==> src/rtl/stream_mux_rr_pkg.sv <==
// -----------------------------------------------------------------------------
// stream_mux_rr_pkg
//   Shared definitions for the stream multiplexer family:
//     INTERNAL_BITS       datapath word width used across the CNN datapath
//     STREAM_MODE_STATIC  mode value selecting the channel from sel_in
//     STREAM_MODE_RR      mode value selecting round-robin arbitration
//     mux_state_e         packet-lock FSM states
// -----------------------------------------------------------------------------
package stream_mux_rr_pkg;

  localparam int INTERNAL_BITS = 32;

  localparam logic STREAM_MODE_STATIC = 1'b0;
  localparam logic STREAM_MODE_RR     = 1'b1;

  // IDLE: no channel owns the output, arbitration happens here.
  // LOCKED: the granted channel owns the output until its last beat.
  typedef enum logic {
    ST_IDLE   = 1'b0,
    ST_LOCKED = 1'b1
  } mux_state_e;

endpackage : stream_mux_rr_pkg

==> src/rtl/stream_mux_rr_rr_pick.sv <==
// -----------------------------------------------------------------------------
// rr_pick
//   Combinational round-robin first-set search. Starting at index 'start'
//   and walking upward (wrapping modulo NUM_REQ), returns the first set
//   request bit.
//
//   Ports:
//     req    in  NUM_REQ  request vector
//     start  in  IDX_W    index searched first (must be < NUM_REQ)
//     found  out 1        at least one request bit is set
//     idx    out IDX_W    index of the first set bit at or after 'start'
// -----------------------------------------------------------------------------
module rr_pick #(
  parameter int NUM_REQ = 4,
  parameter int IDX_W   = (NUM_REQ > 1) ? $clog2(NUM_REQ) : 1
) (
  input  logic [NUM_REQ-1:0] req,
  input  logic [IDX_W-1:0]   start,
  output logic               found,
  output logic [IDX_W-1:0]   idx
);

  int               cand;
  logic [IDX_W-1:0] cand_idx;

  // Walk the offsets from farthest to nearest; the last hit written is the
  // one closest to 'start', so no early exit is needed.
  always_comb begin
    // NOTE: every output and temporary gets a default before any branch, so
    // no path leaves a value unassigned and no latch is inferred.
    found    = 1'b0;
    idx      = '0;
    cand     = 0;
    cand_idx = '0;
    for (int k = NUM_REQ - 1; k >= 0; k--) begin
      cand     = (int'(start) + k) % NUM_REQ;
      cand_idx = IDX_W'(cand);
      if (req[cand_idx]) begin
        found = 1'b1;
        idx   = cand_idx;
      end
    end
  end

endmodule : rr_pick

==> src/rtl/stream_mux_rr.sv <==
// -----------------------------------------------------------------------------
// stream_mux_rr
//   N-to-1 valid/ready stream multiplexer with packet locking. A channel is
//   chosen either statically from sel_in (mode 0) or by round-robin
//   arbitration (mode 1) and then owns the output until the beat carrying
//   in_last has been accepted. The output is a single registered stage with
//   backpressure; inside a packet it sustains one beat per cycle.
//
//   Ports:
//     clk        in   1              system clock, rising edge
//     rst_n      in   1              asynchronous active-low reset
//     mode       in   1              0 = static select, 1 = round-robin
//     sel_in     in   SEL_W          static channel select (mode 0)
//     in_valid   in   NUM_CH         per-channel beat valid
//     in_data    in   NUM_CH*DATA_W  channel i at [i*DATA_W +: DATA_W]
//     in_last    in   NUM_CH         per-channel end-of-packet flag
//     in_ready   out  NUM_CH         per-channel accept, one-hot or zero
//     out_valid  out  1              output beat valid
//     out_data   out  DATA_W         output beat data
//     out_last   out  1              output end-of-packet flag
//     out_ch     out  SEL_W          source channel of the output beat
//     out_ready  in   1              downstream accept
// -----------------------------------------------------------------------------
module stream_mux_rr
  import stream_mux_rr_pkg::*;
#(
  parameter  int DATA_W = INTERNAL_BITS,
  parameter  int NUM_CH = 4,
  localparam int SEL_W  = $clog2(NUM_CH)
) (
  input  logic                     clk,
  input  logic                     rst_n,
  input  logic                     mode,
  input  logic [SEL_W-1:0]         sel_in,
  input  logic [NUM_CH-1:0]        in_valid,
  input  logic [NUM_CH*DATA_W-1:0] in_data,
  input  logic [NUM_CH-1:0]        in_last,
  output logic [NUM_CH-1:0]        in_ready,
  output logic                     out_valid,
  output logic [DATA_W-1:0]        out_data,
  output logic                     out_last,
  output logic [SEL_W-1:0]         out_ch,
  input  logic                     out_ready
);

  mux_state_e       state, state_nxt;
  logic [SEL_W-1:0] grant, grant_nxt;
  logic [SEL_W-1:0] rr_ptr, rr_ptr_nxt;
  logic [SEL_W-1:0] grant_inc;

  logic             rr_found;
  logic [SEL_W-1:0] rr_idx;

  logic             out_free;
  logic             in_xfer;
  logic             static_ok;

  logic [DATA_W-1:0] ch_data [NUM_CH];
  logic [DATA_W-1:0] sel_data;
  logic              sel_last;

  // ---------------------------------------------------------------------------
  // Input selection: the flat data bus is viewed as one word per channel and
  // the granted word is picked by index.
  // ---------------------------------------------------------------------------
  for (genvar i = 0; i < NUM_CH; i++) begin : g_unpack
    assign ch_data[i] = in_data[i*DATA_W +: DATA_W];
  end

  assign sel_data = ch_data[grant];
  assign sel_last = in_last[grant];

  // The output register can take a new beat when it is empty or when its
  // current beat leaves in this same cycle.
  assign out_free = !out_valid || out_ready;
  assign in_xfer  = (state == ST_LOCKED) && in_valid[grant] && out_free;

  // sel_in can exceed the channel count only when NUM_CH is not a power of 2;
  // such a select never grants.
  assign static_ok = (int'(sel_in) < NUM_CH) && in_valid[sel_in];

  // Channel after the granted one, wrapping at NUM_CH.
  assign grant_inc = (int'(grant) == NUM_CH - 1) ? '0 : grant + SEL_W'(1);

  rr_pick #(
    .NUM_REQ (NUM_CH),
    .IDX_W   (SEL_W)
  ) u_rr_pick (
    .req   (in_valid),
    .start (rr_ptr),
    .found (rr_found),
    .idx   (rr_idx)
  );

  // ---------------------------------------------------------------------------
  // FSM state register.
  // ---------------------------------------------------------------------------
  always_ff @(posedge clk or negedge rst_n) begin
    // NOTE: clocked state uses non-blocking assignments so every register
    // samples the pre-edge values, independent of statement order.
    if (!rst_n) begin
      state  <= ST_IDLE;
      grant  <= '0;
      rr_ptr <= '0;
    end else begin
      state  <= state_nxt;
      grant  <= grant_nxt;
      rr_ptr <= rr_ptr_nxt;
    end
  end

  // ---------------------------------------------------------------------------
  // FSM next state. mode and sel_in only matter while IDLE; once LOCKED the
  // grant is held until the last beat of the packet is accepted.
  // ---------------------------------------------------------------------------
  always_comb begin
    state_nxt  = state;
    grant_nxt  = grant;
    rr_ptr_nxt = rr_ptr;
    unique case (state)
      ST_IDLE: begin
        if (mode == STREAM_MODE_STATIC) begin
          if (static_ok) begin
            grant_nxt = sel_in;
            state_nxt = ST_LOCKED;
          end
        end else if (rr_found) begin
          grant_nxt = rr_idx;
          state_nxt = ST_LOCKED;
        end
      end
      ST_LOCKED: begin
        // The pointer advances in both modes so a later switch to
        // round-robin starts after the most recently served channel.
        if (in_xfer && sel_last) begin
          state_nxt  = ST_IDLE;
          rr_ptr_nxt = grant_inc;
        end
      end
      default: begin
        state_nxt = ST_IDLE;
      end
    endcase
  end

  // ---------------------------------------------------------------------------
  // FSM outputs: only the granted channel may see ready, and only while the
  // output register can take its beat.
  // ---------------------------------------------------------------------------
  always_comb begin
    in_ready = '0;
    if (state == ST_LOCKED) begin
      in_ready[grant] = out_free;
    end
  end

  // ---------------------------------------------------------------------------
  // Output register. A reload on a simultaneous in/out transfer keeps
  // out_valid high, giving one beat per cycle inside a packet.
  // ---------------------------------------------------------------------------
  always_ff @(posedge clk or negedge rst_n) begin
    if (!rst_n) begin
      out_valid <= 1'b0;
      out_data  <= '0;
      out_last  <= 1'b0;
      out_ch    <= '0;
    end else if (in_xfer) begin
      out_valid <= 1'b1;
      out_data  <= sel_data;
      out_last  <= sel_last;
      out_ch    <= grant;
    end else if (out_valid && out_ready) begin
      out_valid <= 1'b0;
    end
  end

endmodule : stream_mux_rr

==> config.mk <==
export PLATFORM = sky130hd
export DESIGN_NAME = stream_mux_rr
export DESIGN_NICKNAME = d
export VERILOG_FILES = /design/src/rtl/stream_mux_rr_pkg.sv /design/src/rtl/stream_mux_rr_rr_pick.sv /design/src/rtl/stream_mux_rr.sv
export SDC_FILE = /design/constraint.sdc
export NUM_CORES = 1
export LEC_CHECK = 0
export CAP_MARGIN = 30
export CELL_PAD_IN_SITES_DETAIL_PLACEMENT = 1
export CELL_PAD_IN_SITES_GLOBAL_PLACEMENT = 1
export CORE_MARGIN = 2
export CORE_UTILIZATION = 27
export DETAILED_ROUTE_END_ITERATION = 10
export PLACE_DENSITY = 0.9
export SLEW_MARGIN = 20
export SYNTH_ARGS = -nofsm -noshare
export SYNTH_HDL_FRONTEND = slang
export SYNTH_SLANG_ARGS = --single-unit
==> constraint.sdc <==
create_clock -name clk -period 2.6 [get_ports clk]
set_input_delay 0.52 -clock clk [delete_from_list [all_inputs] [get_ports clk]]
set_output_delay 0.52 -clock clk [all_outputs]
set_load 0.01 [all_outputs]
## Yosys cells after proc, flatten, opt, wreduce, memory -nomap -nowiden

Cells that the tools add are included.

| storage, ports and cells | value |
|---|---|
| register bits | 41 |
| word-level logic and storage cells | 74 |
| input port bits | 142 |
| output and inout bits | 40 |

| cells by class | value |
|---|---|
| reductions and logical operators | 11 |
| add/sub/neg operators | 4 |
| mux-type cells | 39 |
| bitwise operators | 3 |
| equal/unequal tests | 2 |
| order comparisons | 8 |

Operators by type and width:

| operator | number |
|---|---|
| binary-select mux 32 bit (select 2 bit) | 1 |
| two-way mux 32 bit | 2 |
| less-than comparator 2 x 3 -> 1 bit, second input constant | 6 |
| two-way mux 1 bit | 18 |
| two-way mux 2 bit | 8 |
| binary-select mux 1 bit (select 2 bit) | 7 |
| logical AND 1 bit | 5 |
| adder 2 x 1 -> 2 bit, second input constant | 2 |
| adder 2 bit, second input constant | 2 |
| AND 4 bit | 1 |
| two-way mux 4 bit | 1 |
| nonzero test 2 bit | 2 |
| greater-or-equal comparator 3 bit, second input constant | 1 |
| inverter 2 -> 3 bit | 1 |
| AND reduction 3 bit | 1 |
| demux 1 bit (select 2 bit) | 1 |
| equality test 2 x 1 -> 1 bit, second input constant | 1 |
| greater-or-equal comparator 2 x 1 -> 1 bit, second input constant | 1 |
| inequality test 2 x 1 -> 1 bit, second input constant | 1 |
| one-hot mux 1 bit (2 select lines) | 1 |
| AND reduction 2 bit | 1 |
| zero test 1 bit | 1 |
| logical OR 1 bit | 1 |
| inverter 1 bit | 1 |

## Longest topological paths before layout

| logic depth | value |
|---|---|
| depth in word-level cells | 10 |
| gate-level depth with buffers | 6 |
| depth with buffers taken out | 5 |

## Modules after synthesis

From an unflattened synthesis, not the netlist that was laid out.

| second synthesis, totals | value |
|---|---|
| cells, all modules | 169 |
| area total of the unflattened synthesis | 2761.4 um2 |

Modules (own cells, without submodules):

| module | instances | cells an instance | seq. area each (um2) | area each (um2) |
|---|---|---|---|---|
| stream_mux_rr | 1 | 156 | 1026.0 | 2683.8 |
| rr_pick | 1 | 13 | 0.0 | 77.6 |

## Worst setup path before layout

OpenSTA, ideal clock, no wires.

| path | value |
|---|---|
| kind | reg2out |
| start | register grant[0] |
| end | output port in_ready[0] |
| path buffers | 2 |
| cell stages (with the launch flop) | 6 |
| slack | 715 ps |
| data required time | 2080 ps |
| data arrival time | 1365 ps |
| cells stage by stage | dfrtp_1 > buf_2 > buf_2 > inv_1 > ha_1 > and3_1 |

| on the way | value |
|---|---|
| longest elaborated chain between the ends | 6 |
| elaborated cells on any way between the ends | 7 |
| classes of those cells | 2 x order compare; 3 x mux; 1 x bitwise; 1 x reduce/logical |

Ends and longest elaborated chain:

| element | line | source |
|---|---|---|
| start, declared | stream_mux_rr.sv:47 | `logic [SEL_W-1:0] grant, grant_nxt;` |
| start signal, assigned | stream_mux_rr.sv:107 | `grant <= grant_nxt;` |
| less-than comparator 2 x 3 -> 1 bit (not written as such) or greater-or-equal comparator 2 x 1 -> 1 bit (tied branches) | stream_mux_rr.sv:153 | `in_ready[grant] = out_free;` |
| logical AND 1 bit (not written as such) | stream_mux_rr.sv:153 |  |
| two-way mux 1 bit (not written as such) | stream_mux_rr.sv:153 |  |
| demux 1 bit (select 2 bit) * | stream_mux_rr.sv:153 |  |
| AND 4 bit (no line) * | n/a |  |
| two-way mux 4 bit * | stream_mux_rr.sv:152 | `if (state == ST_LOCKED) begin` |
| end, declared | stream_mux_rr.sv:38 | `output logic [NUM_CH-1:0] in_ready,` |

Every way passes the cells marked *; elsewhere a longest branch is shown, timed or not.

## Worst setup path after layout

| path | value |
|---|---|
| start | input port out_ready |
| end | output port in_ready[1] |

| on the way | value |
|---|---|
| longest elaborated chain between the ends | 3 |

Ends and longest elaborated chain:

| element | line | source |
|---|---|---|
| start, declared | stream_mux_rr.sv:43 | `input logic out_ready` |
| logical OR 1 bit | stream_mux_rr.sv:75 | `assign out_free = !out_valid \|\| out_ready;` |
| AND 4 bit (no line) | n/a |  |
| two-way mux 4 bit | stream_mux_rr.sv:152 |  |

Every way passes these cells.

==> metrics <==
status complete, no violations; die span in x 105 um; Switching Fraction 34.6%; global route overflow 0; Layout Nets 508; most used cell, CP clkdlybuf4s50_1; DR iter-0 viols 68; maxcap violations 0; largest cells by area after synthesis dfrtp_1 (37%), mux4_2 (29%), mux2_4 (14%); P_sw 0.00165 W; worst-case clock buffer depth 2; Yosys reg bits 41; wire length per cell 20.1 um; worst-margin pin slew 580 ps; total track usage 18.4%; Leakage 1.94 nW; post-CTS sizing 0; Hold Buf Count CTS 0; die area 0.0111 mm2; sequential area share after synthesis 37.1%; unrepaired setup endpoints after global routing no; Logic pwr share 64.2%; cell taking the most area after synthesis dfrtp_1; layout cells sized above 1 25.1%; Routed Antenna Nets 0; Cells after Synth 178; DRT Pass-1 Iters 4; final period utilization 92.4%; crit path capture type primary output; Netlist Area Pre-Place 0.00276 mm2; H-tree Lvls 2; EDFF count, synth 0; placer congestion estimate 0.750; CTS tree yes; most frequent cell after synthesis dfrtp_1; Post-synth ARST share 100%; Yosys cell types 33; crit path kind input pin to primary output; Yosys top cell area share 37.1%; dpl cell area 0.00469 mm2; Power Total 0.00478 W; Worst EP arrival 1880 ps; dominant synthesized flop cell dfrtp_1; I/O Buffers 181; # IOs 182; peak supply drop 337 uV; Final Core Density 48.8%; vias per inst 4.83; largest net degree at the start of global routing 42; first-pass GRT wire length 15.8 mm; critical path cell sequence clkdlybuf4s50_1, nand2b_1, and3_1, clkdlybuf4s50_1; CP peak stage delay 530 ps; Num CTS Buffers 5; pwr dens 992 mW/mm2; diode count 0; dpl hpwl 8.19 mm; slowest CP cell clkdlybuf4s50_1; area grow syn2layout 74.4%; Hold Violations, Final 0; vias 2395; minimum period implied by the final worst setup slack 2400 ps; Die Ht 105 um; FILL cells 1011; CTS sink count 41; critical path required time 2080 ps; clk_lat worst skew 280 ps; WL final 9.98 mm; clock share of power 9.6%; Setup crit start kind input pin; # setup viols final 0; Int Power 0.00312 W; Post-CTS Setup Bufs 0; Initial Util 28.0%; number of global-route vias before repair 2806; crit path max fanout 6; setup TNS 0 ps; fmax 0.416 GHz; antenna violations before repair 0; core area 0.00986 mm2; Slew Viols, Final 0; Root Driver clkbuf_8; Final Skew 4.88 ps; top post-synthesis cells by count dfrtp_1 (41), mux4_2 (35), mux2_4 (25); Syn. warnings 0; Max-Slew Margin vs Limit 61.3%; Avg Inst Size Synth 15.5 um2; Final Cell Area 0.00482 mm2; row count 36; Synthesized Nets 324; clock-pin slew on the worst setup and hold paths 80 ps; Seq pwr share 26.2%; worst hold slack 223 ps; DRC Markers 0; worst min path class input pin to async pin
==> state kept, by name, summed over array words and instances, names as in the netlist <==
signal	flops
out_last	1
out_ch	2
out_data	32
out_valid	1
state	1
grant	2
rr_ptr	2
==> cell type report <==
| class | instances | area [um2] | area share (%) |
|---|---|---|---|
| repair buffers | 190 | 1890 | 39.3 |
| multi-input cells | 122 | 1620 | 33.6 |
| flip-flops and latches | 41 | 1030 | 21.4 |
| well taps | 133 | 166 | 3.45 |
| clock buffers | 7 | 96.3 | 2.00 |
| inverters | 2 | 7.51 | 0.156 |
| clock inverters | 1 | 5.00 | 0.104 |
==> cell families after synthesis <==
| logic type | synth area share [%] |
|---|---|
| AND/OR/NAND/NOR | 5.98 |
| multiplexers | 47.2 |
| buffers and inverters | 4.26 |
| flip-flops | 37.1 |
| AO/OA/AOI/OAI | 3.58 |
| adder cells (fa/ha/maj) | 1.81 |
==> power groups by stage <==
stage          Clock, W  Combinational [W]  Sequential (W)
4_1_cts        0.000484            0.00312         0.00126
5_1_grt        0.000512            0.00328         0.00130
3_3_place_gp          0            0.00301         0.00122
6_report       0.000459            0.00307         0.00125
2_1_floorplan         0            0.00188         0.00130
3_5_place_dp          0            0.00310         0.00127
==> per-layer routing <==
layer	track usage, %	share of wire, %	wire length (um)	vias to the layer above
li1	-	-	-	1076
met1	21.0	38	3790	1198
met2	33.7	53	5330	111
met3	4.43	6.9	686	10
met4	5.24	1.7	165	0
met5	0	0	0	-
==> worst max-delay path, delay by kind of cell <==
family / cells / cell delay [ps]
simple gates: 2 / 390
buf+inv: 2 / 970
==> path summary, 6_finish.rpt <==
kind	slack, ps	from	cells past startpoint	endpoint
max in group asynchronous	1870	rst_n	2	grant[1]$_DFFE_PN0P_
setup / recovery	200	out_ready	4	in_ready[1]
setup reg to reg	420	grant[0]$_DFFE_PN0P_	4	out_data[28]$_DFFE_PN0P_
min in group clk	500	out_ch[1]$_DFFE_PN0P_	2	out_ch[1]$_DFFE_PN0P_
hold reg to reg	500	out_ch[1]$_DFFE_PN0P_	2	out_ch[1]$_DFFE_PN0P_
hold / removal	220	rst_n	1	out_data[14]$_DFFE_PN0P_
==> layout by cell type, fill, tap and decap left out, types with 2 or more instances in the layout <==
cell / count
nand3_1: 2
ha_1: 4
inv_1: 2
and3_1: 4
dfrtp_1: 39
buf_4: 8
clkdlybuf4s50_1: 180
mux2_2: 9
mux2_4: 25
o21ai_0: 9
clkbuf_8: 7
a21oi_1: 2
mux4_2: 35
o31ai_1: 2
dfrtp_2: 2
nand2_1: 8
nand2b_1: 2
mux2i_1: 4
nor2_1: 3
nand3b_1: 2
==> metrics by stage <==
stage	cells	setup WS, ps
global route	496	120
detailed placement	487	183
global placement	487	244
floorplan	178	715
CTS	495	194
finish	496	197
(Power assumes the default switching activity.)
